<file path="src/rtl/controle_pipe.sv">
// controle_pipe: RV32 main control, decode in ID, bundle carried to WB.
// Load-use stall and flush handling; optional ILLEGAL_TRAP_EN trap output.
module controle_pipe #(
  parameter int OPCODE_W = 7,
  parameter int REG_W    = 5,
  parameter int MEM_LAT  = 1
) (
  input  logic                clk,
  input  logic                rst_n,
  input  logic                id_valid,
  input  logic [OPCODE_W-1:0] id_opcode,
  input  logic [REG_W-1:0]    id_rd,
  input  logic [REG_W-1:0]    id_rs1,
  input  logic [REG_W-1:0]    id_rs2,
  input  logic                flush,
  output logic                stall,
  output logic                ex_alusrc,
  output logic [1:0]          ex_aluop,
  output logic [1:0]          ex_branch,
  output logic                mem_read,
  output logic                mem_write,
  output logic [1:0]          wb_mem2reg,
  output logic                wb_regwrite,
`ifdef ILLEGAL_TRAP_EN
  output logic                ex_illegal,
  output logic [7:0]          illegal_cnt,
`endif
  output logic [REG_W-1:0]    wb_rd
);

  typedef struct packed {
    logic             valid;
    logic             is_load;
    logic [REG_W-1:0] rd;
    logic             alusrc;
    logic [1:0]       aluop;
    logic [1:0]       branch;
    logic             mread;
    logic             mwrite;
    logic [1:0]       m2r;
    logic             regwrite;
`ifdef ILLEGAL_TRAP_EN
    logic             illegal;
`endif
  } ctrl_t;

  localparam logic [OPCODE_W-1:0] OP_R    = OPCODE_W'(7'b0110011);
  localparam logic [OPCODE_W-1:0] OP_LD   = OPCODE_W'(7'b0000011);
  localparam logic [OPCODE_W-1:0] OP_ST   = OPCODE_W'(7'b0100011);
  localparam logic [OPCODE_W-1:0] OP_BR   = OPCODE_W'(7'b1100011);
  localparam logic [OPCODE_W-1:0] OP_I    = OPCODE_W'(7'b0010011);
  localparam logic [OPCODE_W-1:0] OP_JALR = OPCODE_W'(7'b1100111);
  localparam logic [OPCODE_W-1:0] OP_JAL  = OPCODE_W'(7'b1101111);

  function automatic ctrl_t bubble();
    ctrl_t b;
    b       = '0;
    b.aluop = 2'b11;
    return b;
  endfunction

  function automatic logic hz(
    input ctrl_t            s,
    input logic             u1,
    input logic             u2,
    input logic [REG_W-1:0] r1,
    input logic [REG_W-1:0] r2
  );
    return s.valid && s.is_load && (s.rd != '0)
      && ((u1 && s.rd == r1) || (u2 && s.rd == r2));
  endfunction

  ctrl_t dec, ex_d, ex_q, wb_q;
  ctrl_t mem_q [1:MEM_LAT];
  logic  use1, use2, ill, hit;
  logic  unused_ok;

  always_comb begin
    dec  = bubble();
    use1 = 1'b0;
    use2 = 1'b0;
    ill  = 1'b0;
    if (id_valid) begin
      unique case (1'b1)
        (id_opcode == OP_R): begin
          dec.regwrite = 1'b1;
          dec.aluop    = 2'b10;
          use1         = 1'b1;
          use2         = 1'b1;
        end
        (id_opcode == OP_LD): begin
          dec.alusrc   = 1'b1;
          dec.m2r      = 2'd1;
          dec.regwrite = 1'b1;
          dec.mread    = 1'b1;
          dec.is_load  = 1'b1;
          dec.aluop    = 2'b00;
          use1         = 1'b1;
        end
        (id_opcode == OP_ST): begin
          dec.alusrc = 1'b1;
          dec.mwrite = 1'b1;
          dec.aluop  = 2'b00;
          use1       = 1'b1;
          use2       = 1'b1;
        end
        (id_opcode == OP_BR): begin
          dec.branch = 2'd1;
          dec.aluop  = 2'b00;
          use1       = 1'b1;
          use2       = 1'b1;
        end
        (id_opcode == OP_I): begin
          dec.alusrc   = 1'b1;
          dec.regwrite = 1'b1;
          dec.aluop    = 2'b00;
          use1         = 1'b1;
        end
        (id_opcode == OP_JALR): begin
          dec.alusrc   = 1'b1;
          dec.m2r      = 2'd2;
          dec.regwrite = 1'b1;
          dec.branch   = 2'd3;
          dec.aluop    = 2'b00;
          use1         = 1'b1;
        end
        (id_opcode == OP_JAL): begin
          dec.m2r      = 2'd2;
          dec.regwrite = 1'b1;
          dec.branch   = 2'd2;
          dec.aluop    = 2'b00;
        end
        default: ill = 1'b1;
      endcase
      if (!ill) begin
        dec.valid = 1'b1;
        dec.rd    = id_rd;
      end
    end
`ifdef ILLEGAL_TRAP_EN
    dec.illegal = ill;
`endif
  end

  // the last MEM stage is forwarded, so it never stalls
  always_comb begin
    hit = hz(ex_q, use1, use2, id_rs1, id_rs2);
    for (int j = 1; j < MEM_LAT; j++)
      hit = hit | hz(mem_q[j], use1, use2, id_rs1, id_rs2);
  end

  assign stall = id_valid & ~flush & hit;
  assign ex_d  = (stall | flush) ? bubble() : dec;

  always_ff @(posedge clk or negedge rst_n) begin
    if (!rst_n) begin
      ex_q <= bubble();
      for (int j = 1; j <= MEM_LAT; j++)
        mem_q[j] <= bubble();
      wb_q <= bubble();
    end else begin
      ex_q     <= ex_d;
      mem_q[1] <= ex_q;
      for (int j = 2; j <= MEM_LAT; j++)
        mem_q[j] <= mem_q[j-1];
      wb_q <= mem_q[MEM_LAT];
    end
  end

`ifdef ILLEGAL_TRAP_EN
  always_ff @(posedge clk or negedge rst_n) begin
    if (!rst_n)
      illegal_cnt <= 8'd0;
    else if (ex_d.illegal && illegal_cnt != 8'hff)
      illegal_cnt <= illegal_cnt + 8'd1;
  end

  assign ex_illegal = ex_q.illegal;
`endif

  assign ex_alusrc   = ex_q.alusrc;
  assign ex_aluop    = ex_q.aluop;
  assign ex_branch   = ex_q.branch;
  assign mem_read    = mem_q[MEM_LAT].mread;
  assign mem_write   = mem_q[MEM_LAT].mwrite;
  assign wb_mem2reg  = wb_q.m2r;
  assign wb_regwrite = wb_q.regwrite;
  assign wb_rd       = wb_q.rd;

  assign unused_ok = ^{wb_q, mem_q[MEM_LAT]};

endmodule

</file>
<file path="config.mk">
export PLATFORM = sky130hd
export DESIGN_NAME = controle_pipe
export DESIGN_NICKNAME = d
export VERILOG_FILES = /design/src/rtl/controle_pipe.sv
export SDC_FILE = /design/constraint.sdc
export NUM_CORES = 1
export LEC_CHECK = 0
export ABC_AREA = 1
export BUFFER_PORTS_ARGS = -buffer_cell sky130_fd_sc_hd__buf_2
export CAP_MARGIN = 30
export CORE_ASPECT_RATIO = 1.5
export CORE_MARGIN = 4
export CORE_UTILIZATION = 35
export CTS_CLUSTER_SIZE = 30
export DETAILED_ROUTE_END_ITERATION = 7
export PLACE_DENSITY = 0.58
export SLEW_MARGIN = 20
export SYNTH_ARGS = -nofsm -noshare
export SYNTH_HDL_FRONTEND = slang
export SYNTH_SLANG_ARGS = --single-unit
</file>
<file path="constraint.sdc">
create_clock -name clk -period 1.6 [get_ports clk]
set_clock_uncertainty 0.2 [all_clocks]
set_input_delay 0.32 -clock clk [delete_from_list [all_inputs] [get_ports clk]]
set_output_delay 0.32 -clock clk [all_outputs]
set_load 0.05 [all_outputs]
</file>
==> run_results.csv <==
group,metric,value,unit
run_status,outcome,"finished, violations left",
run_status,violations,"negative setup slack",
cts,cts_max_level,2,
die,die_y,85.0,um
synthesis,ys_seq_elements,32,
worst_setup_path,r2r_cells,9,
worst_setup_path,start_kind,"flop",
cts,clockBufferDepth,2,
routing,drc,0,
timing,fmax,0.506,GHz
die,die-area,5040,sq um
routing,drt_iter0_drc,35,
routing,num_vias,1164,
pwr,leakage,1.04,nW
synthesis,synth_common_cells,"45 x nand2_1, 30 x dfrtp_1, 23 x nor2_1",
cells_and_area,drive_above_1_share,39.5,%
cts,cts_made_buffers,5,
cts,cts_root_buf,"clkbuf_8",
placed_design,dpl.hpwl,2290,um
synthesis,yosys_warnings,0,
synthesis,async_reset_ff_share,100,%
global_routing,overflow,0,
worst_setup_path,r2r_setup_slack,0,ps
worst_setup_path,required,1080,ps
synthesis,synth_edf_count,0,
placed_design,numPortBuffers,41,
timing,fin_crit_sh,123,%
cts,numClockSinks,32,
routing,wl_per_cell,11.5,um
die,core,3750,sq um
placed_design,dp_slack,-414,ps
cts,clk_pin_slew,60,ps
worst_setup_path,crit_fanout,5,
timing,hold-worst-slack,66.1,ps
pwr,power_density,908,nW/um^2
synthesis,syn_nets,184,
timing,worst_slew_pin_slew,457,ps
timing,slew_headroom,69.5,%
timing,rsz0062_at_grt,"yes",
synthesis,synth_top_area_cell,"dfrtp_1",
worst_setup_path,cp-endpoint,"stall",
worst_setup_path,worstPathArrival,1460,ps
synthesis,synth-seq-area-share,58.1,%
routing,drtAntennaViolNets,0,
worst_setup_path,worst-setup-path-type,"reg -> out",
synthesis,syn_area,1380,sq um
cells_and_area,area_growth,35.7,%
routing,drt-total-wl,2960,um
worst_setup_path,startpoint,"ex_q[14]$_DFF_PN0_",
cts,cts_tree,"yes",
global_routing,grt_pass1_wl,4710,um
die,initial_core_util,36.9,%
global_routing,antenna_found_initial,0,
flow_run,maxCapViolCount,0,
placed_design,gp_congestion,0.967,
worst_setup_path,r2r_end,"ex_q[11]$_DFF_PN0_",
synthesis,synthFlopType,"dfrtp_1",
synthesis,synthTopCellsByArea,"dfrtp_1 54%, nand2_1 12%, nor2_1 6.2%, inv_1 5.7%, dfstp_2 3.8%",
timing,finalSetupViolCount,1,
synthesis,yosysTopAreaCellShare,54.3,%
pwr,ir_drop,542,uV
synthesis,syn_avg_cell_area,8.75,sq um
cells_and_area,final_net_count,240,
cells_and_area,diodes,0,
cts,worst_skew_pair.late_latency,280,ps
global_routing,grt_max_degree,22,
routing,drt-pass1-iter-count,6,
die,io_pins,42,
global_routing,grt_util_all_layers,12.4,%
worst_setup_path,critPathCaptureType,"primary output",
cells_and_area,nFillCells,361,
routing,vias_per_cell,4.51,
die,fp-row-count,27,
timing,hold_viol_final,0,
synthesis,postSynthCellCount,158,
worst_hold_path,hold_class,"in -> reg",
die,dieWidth,59.3,um
synthesis,synth.distinct_cells,18,
timing,slew_viol_final,0,
pwr,total_power,1.70,mW
cells_and_area,multiInputGateArea,484,sq um
timing,fin_ws,-376,ps
synthesis,yosysMostFrequentCell,"nand2_1",
timing,period_minus_slack,1980,ps
cells_and_area,seq_area,805,sq um
worst_setup_path,timing.rr.start,"ex_q[14]$_DFF_PN0_",
global_routing,grt_pass1_vias,1195,
## through the flow
stage	TNS [ps]	utilization [%]	area, sq um	instances
floorplan	-82.5	-	1420	158
global placement	-1570	44.9	1690	245
finish	-376	50.0	1880	258
CTS	-374	49.2	1840	256
global route	-1470	50.0	1880	258
detailed placement	-1950	44.9	1690	245
## repair_timing
item,in CTS,in global routing
endpoints found under the hold margin,17,0
setup endpoints to repair,1,15
pin swaps,0,3
cloned,0,1
hold buffers,1,0
gates resized for setup,7,4
setup buffers,2,1
## cell families after synthesis
group | after synthesis | synth area share [%]
AND/OR/NAND/NOR | 89 | 28.2
flip-flops | 32 | 58.1
buffers and inverters | 28 | 10.1
AO/OA/AOI/OAI | 8 | 2.90
XOR/XNOR | 1 | 0.634
## layout make-up
| class | instances | area share [%] |
|---|---|---|
| Clock buffer | 6 | 3.87 |
| Clock inverter | 2 | 1.87 |
| Inverter | 22 | 5.67 |
| Multi-Input combinational cell | 99 | 25.8 |
| Sequential cell | 32 | 42.9 |
| Tap cell | 43 | 2.87 |
| Timing Repair Buffer | 54 | 17.0 |
## layer usage
layer	GRT usage [%]	routed length, um	part of all wire (%)
met5	0	0	0
met3	3.20	200	6.8
met4	8.45	99	3.3
met2	22.3	1610	54
met1	11.6	1050	35
## critical path, cell delays in order (launching register included)
cell and delay, ps:
dfrtp_2 400, inv_2 50, buf_4 120, nand4_1 80, nand4_1 100, nor2_1 130, nand2_2 90, clkinvlp_4 80
buf_8 140
## report_power, final
part | total, mW | internal, mW | switching [mW] | leakage (nW)
clock | 0.732 | 0.461 | 0.271 | 0.0552
sequential | 0.816 | 0.815 | 0.00178 | 0.438
combinational | 0.155 | 0.0614 | 0.0933 | 0.550
## state kept, by name, indices dropped and copies added, names as in the netlist, 2 cells and up
| name | count |
|---|---|
| wb_mem2reg | 2 |
| mem_q | 7 |
| wb_rd | 5 |
| ex_q | 10 |
| ex_aluop | 2 |
| ex_branch | 2 |
## cells in the final DEF, fill, tap and decap left out, types with 5 or more instances in the layout
cell type / count
buf_2: 40
buf_4: 11
clkbuf_8: 5
dfrtp_1: 29
inv_1: 15
nand2_1: 42
nand3_1: 8
nor2_1: 23
nor2_2: 5
o21ai_0: 7
## worst min-delay path by stage
stage                  start                 endpoint  slack, ps  cells past startpoint
floorplan              rst_n      ex_alusrc$_DFF_PN0_       -180                      0
CTS                 id_rd[0]       ex_q[10]$_DFF_PN0_         60                      3
finish              id_rd[0]       ex_q[10]$_DFF_PN0_         70                      3
global route        id_rd[4]       ex_q[14]$_DFF_PN0_         70                      3
detailed placement     rst_n  wb_mem2reg[1]$_DFF_PN0_        100                      1
global placement       rst_n  wb_mem2reg[1]$_DFF_PN0_         90                      1
Note: power is estimated with default switching activity, not from simulation.
